### src/rtl/tff_bank_arbiter.sv
// -----------------------------------------------------------------------------
// tff_bank_arbiter
//   A bank of NBITS toggle flip-flops shared by NREQ requesters. A round-robin
//   arbiter grants at most one request per cycle. The winner's req_idx bit of
//   the bank toggles one cycle after the request is sampled.
//
// Ports
//   clk      rising-edge clock
//   rst      asynchronous active-high reset
//   req      per-requester toggle request
//   req_idx  per-requester bit index, slice [i*IDXW +: IDXW]
//   clr      synchronous clear of the whole bank (requests stay pending)
//   gnt      registered one-hot grant pulse
//   gnt_id   index of the requester granted (valid when |gnt)
//   q        toggle-flop bank state
//   err_idx  registered pulse: the granted index was out of range
// -----------------------------------------------------------------------------
module tff_bank_arbiter #(
  parameter  int unsigned NREQ  = 4,
  parameter  int unsigned NBITS = 8,
  localparam int unsigned IDXW  = $clog2(NBITS),
  localparam int unsigned GIDW  = (NREQ > 1) ? $clog2(NREQ) : 1
) (
  input  logic                 clk,
  input  logic                 rst,
  input  logic [NREQ-1:0]      req,
  input  logic [NREQ*IDXW-1:0] req_idx,
  input  logic                 clr,
  output logic [NREQ-1:0]      gnt,
  output logic [GIDW-1:0]      gnt_id,
  output logic [NBITS-1:0]     q,
  output logic                 err_idx
);

  localparam int unsigned SUMW = GIDW + 1;

  logic [NBITS-1:0] r_q;
  logic [NREQ-1:0]  r_gnt;
  logic [GIDW-1:0]  r_gnt_id;
  logic             r_err;
  logic [GIDW-1:0]  r_ptr;

  logic [NREQ-1:0]  w_elig;
  logic [NREQ-1:0]  w_rot;
  logic             w_any;
  logic [GIDW-1:0]  w_off;
  logic [SUMW-1:0]  w_sum;
  logic [GIDW-1:0]  w_win;
  logic [IDXW-1:0]  w_sel_idx;
  logic             w_idx_ok;
  logic [NBITS-1:0] w_mask;

  // Round-robin pick: rotate the eligible set so ptr sits at bit 0, take the
  // lowest set bit, then rotate the offset back into a requester index.
  always_comb begin
    w_elig = req & ~r_gnt;
    w_any  = |w_elig;
    w_rot  = NREQ'({w_elig, w_elig} >> r_ptr);
    w_off  = '0;
    for (int i = int'(NREQ) - 1; i >= 0; i--) begin
      if (w_rot[i]) w_off = GIDW'(i);
    end
    w_sum = {1'b0, r_ptr} + {1'b0, w_off};
    if (w_sum >= SUMW'(NREQ)) w_win = GIDW'(w_sum - SUMW'(NREQ));
    else                      w_win = GIDW'(w_sum);
  end

  // Winner's bit index and the one-hot toggle mask it produces.
  always_comb begin
    w_sel_idx = '0;
    for (int i = 0; i < int'(NREQ); i++) begin
      if (w_win == GIDW'(i)) w_sel_idx = req_idx[i*IDXW +: IDXW];
    end
    w_idx_ok = (32'(w_sel_idx) < NBITS);
    w_mask   = w_idx_ok ? (NBITS'(1) << w_sel_idx) : '0;
  end

  // Grant, pointer and bank update; clr wins over arbitration.
  always_ff @(posedge clk or posedge rst) begin
    if (rst) begin
      r_q      <= '0;
      r_gnt    <= '0;
      r_gnt_id <= '0;
      r_err    <= 1'b0;
      r_ptr    <= '0;
    end else if (clr) begin
      r_q   <= '0;
      r_gnt <= '0;
      r_err <= 1'b0;
    end else if (w_any) begin
      r_gnt    <= NREQ'(1) << w_win;
      r_gnt_id <= w_win;
      r_ptr    <= (w_win == GIDW'(NREQ - 1)) ? '0 : w_win + GIDW'(1);
      r_q      <= r_q ^ w_mask;
      r_err    <= ~w_idx_ok;
    end else begin
      r_gnt <= '0;
      r_err <= 1'b0;
    end
  end

  assign gnt     = r_gnt;
  assign gnt_id  = r_gnt_id;
  assign q       = r_q;
  assign err_idx = r_err;

  // Embedded checks.
  GNT_ONEHOT: assert property (@(posedge clk) disable iff (rst) $onehot0(gnt))
    else $error("GNT_ONEHOT violated");

  GNT_HAS_REQ: assert property (@(posedge clk) disable iff (rst)
    ((gnt & ~$past(req)) == '0))
    else $error("GNT_HAS_REQ violated");

  SINGLE_TOGGLE: assert property (@(posedge clk) disable iff (rst)
    !$past(clr) |-> ($countones(q ^ $past(q)) <= 1))
    else $error("SINGLE_TOGGLE violated");

  CLR_ZERO: assert property (@(posedge clk) disable iff (rst) clr |=> (q == '0))
    else $error("CLR_ZERO violated");

  RST_ZERO: assert property (@(posedge clk) disable iff (rst)
    rst |=> (q == '0 && gnt == '0))
    else $error("RST_ZERO violated");

  // Per-requester wait counter: cycles a request has been held without a grant.
  for (genvar gi = 0; gi < int'(NREQ); gi++) begin : g_starve
    logic [7:0] r_wait;
    always_ff @(posedge clk or posedge rst) begin
      if (rst)                                r_wait <= '0;
      else if (!req[gi] || gnt[gi] || clr)    r_wait <= '0;
      else if (r_wait != 8'hFF)               r_wait <= r_wait + 8'd1;
    end
    NO_STARVE: assert property (@(posedge clk) disable iff (rst)
      32'(r_wait) <= 2 * NREQ)
      else $error("NO_STARVE violated");
  end

endmodule

### config.mk
export PLATFORM = sky130hd
export DESIGN_NAME = tff_bank_arbiter
export DESIGN_NICKNAME = d
export VERILOG_FILES = /design/src/rtl/tff_bank_arbiter.sv
export SDC_FILE = /design/constraint.sdc
export NUM_CORES = 1
export LEC_CHECK = 0
export ABC_AREA = 1
export CAP_MARGIN = 20
export CORE_AREA = 2 2 92 59
export CTS_CLUSTER_DIAMETER = 120
export DETAILED_ROUTE_END_ITERATION = 12
export DIE_AREA = 0 0 94 61
export PLACE_DENSITY = 0.52
export SKIP_LAST_GASP = 1
export SYNTH_ARGS = -nofsm -noshare
export SYNTH_HDL_FRONTEND = slang
export SYNTH_SLANG_ARGS = --single-unit
### constraint.sdc
create_clock -name clk -period 2.45 [get_ports clk]
set_clock_uncertainty 0.05 [all_clocks]
set_input_delay 0.245 -clock clk [delete_from_list [all_inputs] [get_ports clk]]
set_output_delay 0.245 -clock clk [all_outputs]
set_load 0.05 [all_outputs]
==> metrics.md, run 1 <==
| Metric | Value |
|---|---|
| I/O Buffers | 32 |
| Crit. End Element | flip-flop |
| RSZ-0062 raised after global routing | yes |
| Req. time, crit path | 2.55 ns |
| CP max FO | 4 |
| Hold WC Path Type | primary input to async pin |
| Vias in the first global route | 1150 |
| Count leader, synth | nand2_1 |
| DR DRC count | 0 |
| Flop-to-flop setup slack | -0.33 ns |
| Detailed Place HPWL | 2420 um |
| Gpl congestion | 0.832 |
| Period minus WS final | 2.78 ns |
| Sequential cell area fraction in the yosys report | 36.7% |
| Slew Limit Fails | 0 |
| Vias/cell | 4.14 |
| GR met2 Demand/Resource | 18.2% |
| Die area | 5730 um2 |
| Slew margin rel. | 57.4% |
| Post-Place Cells | 274 |
| Warnings, synthesis | 0 |
| Final Cycle Share | 114% |
| CTS Buffer Depth | 2 |
| Rows | 20 |
| Num CTS Buffers | 3 |
| Syn_nets | 187 |
| Status | complete, but fails checks |
| Setup Viol. Count Final | 8 |
| Yosys top cell area share | 36.7% |
| Drt first pass iters | 4 |
| Chip width | 94 um |
| Min Hold Slack | 0.339 ns |
| FF-to-FF path depth | 22 |
| Critical Path AT | 2.88 ns |
| Post-synth EDFFs | 0 |
| Area Growth Syn to Fin | 84.9% |
| Syn Area/Cell | 6.69 um2 |
| Core area | 4880 um2 |
| Final Util | 41.3% |
| PnR worst setup slack | -0.333 ns |
| Maximum clock rate | 359 MHz |
| Number of synthesized register bits | 16 |
| ANT nets after route | 0 |
| Clock transition at path regs | 0.07 ns |
| Failing checks | setup timing |
| Largest cells by area after synthesis | dfrtp_1 37%, nand2_1 16%, nand3_1 11% |
| Max_cap viols | 0 |
| WL per Instance | 11.7 um |
| GR Layer Usage met1 | 18.3% |
| Routed wire length | 3340 um |
| Clk_lat worst skew | 0.25 ns |
| Worst Setup SP | r_ptr[0]$_DFFE_PP0P_ |
| CP startpoint kind | flip-flop |
| Unique masters post-synth | 22 |
| Initial drt markers | 38 |
| Met3 usage | 4.47% |
| Initial Util | 22.4% |
| Slew @ Worst Pin | 0.638 ns |
| Vias | 1181 |
| Clock Tree Root | clkbuf_8 |
| Critical Path End | q[5]$_DFFE_PP0P_ |
| Total gr overflow | 0 |
| Largest net degree at the start of global routing | 17 |
| CTS Hold Bufs | 0 |
| Leading area contributor after synthesis | dfrtp_1 |
| Final Hold Vio Count | 0 |
| Cell Area, Synth | 1090 um2 |
| CTS sink cnt | 16 |
| Gate Count Post-Synth | 163 |
| I/O pins | 34 |
| Post-synth top cells | 46 x nand2_1, 25 x nand3_1, 25 x nor2_1, 17 x inv_1, 16 x dfrtp_1 |
| Die Ht | 61 um |
| Top Usage Layer GRT | met1 |
| H-tree levels | 1 |
| R2r startpoint | r_ptr[0]$_DFFE_PP0P_ |
| Setup CP Type | flip-flop to flip-flop |
| Antenna violations before repair | 0 |
| FF-to-FF End | q[5]$_DFFE_PP0P_ |
| Layout Cells excl Fill | 285 |
| Overall Global Routing Usage | 12.6% |
| CTS tree | yes |
| Main synth FF type | dfrtp_1 |
| Asr flop ratio synth | 100% |
| Diode count | 0 |
| Setup tns final | -2.44 ns |
| Fraction of layout cells with a size suffix above 1 | 43.4% |
| Final nets | 244 |
| Global-route wire length before repair | 5500 um |
## cell type report
class / instances / area, um2
fillers: 495 / 2860
multi-input cells: 122 / 885
repair buffers: 54 / 493
flip-flops and latches: 16 / 408
inverters: 23 / 104
well taps: 66 / 82.6
clock buffers: 4 / 45.0
## logic make-up (layout without fill, tap and decap cells)
| kind of cell | Yosys count | count (layout) | share of synthesized area, % |
|---|---|---|---|
| xor+xnor | 1 | 1 | 0.803 |
| other cells | 1 | 1 | 0.344 |
| compound gates | 12 | 12 | 6.77 |
| flops | 16 | 16 | 36.7 |
| buf+inv | 25 | 81 | 9.29 |
| fa+ha+maj | 5 | 5 | 5.73 |
| simple gates | 103 | 103 | 40.4 |
## state kept, by name (all words and copies together), names as in the netlist
name    cells
gnt         4
r_ptr       2
q           8
gnt_id      2
## how the worst min path moves through the flow
stage	endpoint	slack [ns]	from
floorplan	gnt_id[0]$_DFFE_PP0P_	0.11	rst
global placement	gnt_id[1]$_DFFE_PP0P_	0.42	gnt_id[1]$_DFFE_PP0P_
detailed placement	gnt_id[1]$_DFFE_PP0P_	0.42	gnt_id[1]$_DFFE_PP0P_
CTS	r_ptr[1]$_DFFE_PP0P_	0.37	rst
global route	gnt_id[1]$_DFFE_PP0P_	0.43	rst
finish	gnt_id[1]$_DFFE_PP0P_	0.34	rst
## per-stage QoR
step / setup slack [ns] / cell area [um2]
after detailed placement: -0.613 / 1660
after CTS: -0.287 / 1890
after global routing: -0.529 / 2020
after floorplan: -0.175 / 1150
final: -0.333 / 2020
after global placement: -0.603 / 1660
## timing repair
| action | in CTS | in global routing |
|---|---|---|
| endpoints found under the hold margin | 0 | 0 |
| endpoints found under the setup margin | 9 | 11 |
| cloned | 0 | 0 |
| gates resized for setup | 36 | 30 |
| buffers inserted | 6 | 1 |
| pin swaps | 26 | 11 |
## metal layers
layer  vias to the layer above  share of wire (%)
met4                         0               0.45
met5                         -                  0
li1                        625                  -
met1                       527                 52
met3                         2                6.6
met2                        27                 41
## worst max-delay path: stages, from the launching register on
cell and delay (ns):
dfrtp_2 0.45, buf_6 0.15, nand3_4 0.08, nand3_2 0.07
nand2_2 0.08, nand3_2 0.07, a21boi_2 0.14, ha_2 0.20
xor2_2 0.16, inv_1 0.08, nand3_2 0.08, nand2_4 0.09
ha_4 0.20, inv_4 0.07, nor2_1 0.05, nor2_1 0.11
nand2_1 0.08, nand2_2 0.12, nand2_2 0.11, nor2_4 0.13
nand2_1 0.05, nand2_1 0.05, nor2_1 0.04
## layout by cell type (no fill, tap or decap), drive strengths merged
cell / Yosys / layout
o21a: 1 / 1
xor2: 1 / 1
o22ai: 1 / 1
dlygate4sd2: 0 / 1
conb: 1 / 1
o21ai: 2 / 2
dlymetal6s2s: 0 / 2
inv: 21 / 22
a21oi: 7 / 7
dfrtp: 16 / 16
nand3: 25 / 25
clkinv: 2 / 1
clkbuf: 0 / 4
buf: 2 / 22
a21boi: 1 / 1
ha: 5 / 5
nand2: 49 / 49
clkdlybuf4s50: 0 / 29
nor2: 28 / 28
nand4: 1 / 1
Power of run 1 is left out: the tool's default activity adds up to more than one toggle a clock period on the data nets, which glitch-free logic cannot reach.
==> inputs of run 2 (changes only) <==
--- a/constraint.sdc
+++ b/constraint.sdc
@@ -4,2 +4,2 @@
 set_output_delay 0.245 -clock clk [all_outputs]
-set_load 0.05 [all_outputs]
+set_load 0.1 [all_outputs]
==> metrics.md, run 2 (synthesis results as in run 1) <==
| Metric | Value |
|---|---|
| Layout Cells excl Fill | 280 (-1.8%) |
| Fraction of layout cells with a size suffix above 1 | 42.5% (-0.86 points) |
| Largest net degree at the start of global routing | 17 (unchanged) |
| Failing checks | setup timing |
| Vias/cell | 4.11 (-0.89%) |
| Rows | 20 (unchanged) |
| Crit. End Element | flip-flop |
| CP startpoint kind | flip-flop |
| Gpl congestion | 0.780 (-6.3%) |
| CTS sink cnt | 16 (unchanged) |
| Detailed Place HPWL | 2480 um (+2.8%) |
| Flop-to-flop setup slack | -0.31 ns (+0.02 ns) |
| H-tree levels | 1 (unchanged) |
| Seq. cell area | 417 um2 (+2.1%) |
| Die area | 5730 um2 (unchanged) |
| Clock transition at path regs | 0.07 ns (about the same) |
| Overall Global Routing Usage | 12.0% (-0.54 points) |
| Final Hold Vio Count | 0 (unchanged) |
| Hold WC Path Type | primary input to async pin |
| CP max FO | 6 (+2) |
| Setup tns final | -2.32 ns (+0.120 ns) |
| Setup Viol. Count Final | 8 (unchanged) |
| Area Growth Syn to Fin | 70.1% |
| Initial Util | 22.4% (unchanged) |
| Total gr overflow | 0 (unchanged) |
| Setup CP Type | flip-flop to flip-flop |
| WL per Instance | 11.0 um (-5.8%) |
| PnR worst setup slack | -0.314 ns (+0.0196 ns) |
| Most common cell after layout, fill and taps aside | nand2_1 |
| Critical Path AT | 2.85 ns (-0.03 ns) |
| Global-route wire length before repair | 5350 um (-2.8%) |
| Initial drt markers | 23 (-39%) |
| FF-to-FF path depth | 22 (unchanged) |
| Status | complete, but fails checks |
| Chip width | 94 um (unchanged) |
| Max_cap viols | 0 (unchanged) |
| Slew Limit Fails | 0 (unchanged) |
| ANT nets after route | 0 (unchanged) |
| Diode count | 0 (unchanged) |
| Filler Cell Count | 511 (+3.2%) |
| Period minus WS final | 2.76 ns (-0.0196 ns) |
| DR DRC count | 0 (unchanged) |
| I/O pins | 34 (unchanged) |
| Final Util | 38.0% (-3.3 points) |
| Final nets | 239 (-2.0%) |
| Final Cycle Share | 113% (-0.80 points) |
| Clk_lat worst skew | 0.24 ns (about the same) |
| Vias | 1150 (-2.6%) |
| Die Ht | 61 um (unchanged) |
| Req. time, crit path | 2.54 ns (about the same) |
| Drt first pass iters | 4 (unchanged) |
| Largest register FFs | 8 (unchanged) |
| Core area | 4880 um2 (unchanged) |
| Slew margin rel. | 57.6% (+0.20 points) |
| Clock Tree Root | clkbuf_8 |
| FF-to-FF End | q[7]$_DFFE_PP0P_ |
| Post-Place Cells | 271 (-1.1%) |
| Worst Setup SP | r_ptr[0]$_DFFE_PP0P_ |
| I/O Buffers | 32 (unchanged) |
| Slew @ Worst Pin | 0.635 ns (-0.00301 ns) |
| Most frequent cells in the layout | 42 x nand2_1, 29 x buf_4, 22 x nor2_1 |
| CTS tree | yes |
| R2r startpoint | r_ptr[0]$_DFFE_PP0P_ |
| Num CTS Buffers | 3 (unchanged) |
| Routed wire length | 3090 um (-7.5%) |
| Multi-input gate area | 773 um2 (-13%) |
| Vias in the first global route | 1119 (-2.7%) |
| RSZ-0062 raised after global routing | yes |
| Pre-CTS setup slack | -0.649 ns (-0.0360 ns) |
| CTS Buffer Depth | 2 (unchanged) |
| Antenna violations before repair | 0 (unchanged) |
| Maximum clock rate | 362 MHz (+0.71%) |
-- run 2: worst max-delay path by stage --
stage	to	slack [ns]	cells after the start
final	q[7]$_DFFE_PP0P_	-0.31	22
after floorplan	q[7]$_DFFE_PP0P_	-0.28	21
after detailed placement	q[2]$_DFFE_PP0P_	-0.65	22
after global routing	q[2]$_DFFE_PP0P_	-0.56	20
after CTS	q[7]$_DFFE_PP0P_	-0.29	22
after global placement	q[0]$_DFFE_PP0P_	-0.61	21
-- run 2: metal layers --
layer / global-route usage, % / share of wire [%]
met5: 0 / 0
met3: 2.11 / 4.8
met1: 18.9 / 55
met4: 1.86 / 0
met2: 17.3 / 40
-- run 2: cell type report --
cell class,instances,share of cell area [%]
Timing Repair Buffer,49,22.8
Multi-Input combinational cell,122,41.7
Clock buffer,4,2.97
Inverter,23,5.66
Sequential cell,16,22.5
Tap cell,66,4.45
-- run 2: metrics by stage --
| step | hold WS, ns | area, um2 |
|---|---|---|
| after global routing | 0.437 | 1860 |
| after detailed placement | 0.434 | 1650 |
| final | 0.338 | 1860 |
| after CTS | 0.365 | 1840 |
| after floorplan | 0.109 | 1200 |
| after global placement | 0.423 | 1650 |
-- run 2: critical path, stage by stage, from the launching register on --
cell	delay (ns)
dfrtp_2	0.47
inv_4	0.09
nand3_2	0.09
nand3_1	0.08
nand2_2	0.08
nand3_2	0.07
a21boi_2	0.14
ha_2	0.20
xor2_2	0.15
inv_1	0.07
nand3_2	0.08
nand2_4	0.09
ha_4	0.20
inv_4	0.08
nor2_1	0.05
nor2_1	0.10
nand2_1	0.09
nand2_1	0.11
nand2_4	0.08
nor2_2	0.14
nand2_1	0.06
nand2_1	0.06
nor2_1	0.04
-- run 2: timing repair --
item	in CTS	in global routing
setup endpoints to repair	9	10
setup buffers	5	0
pin swaps	13	1
gates resized for setup	27	3
hold buffers	0	0
Power of run 2 is left out for the same reason.
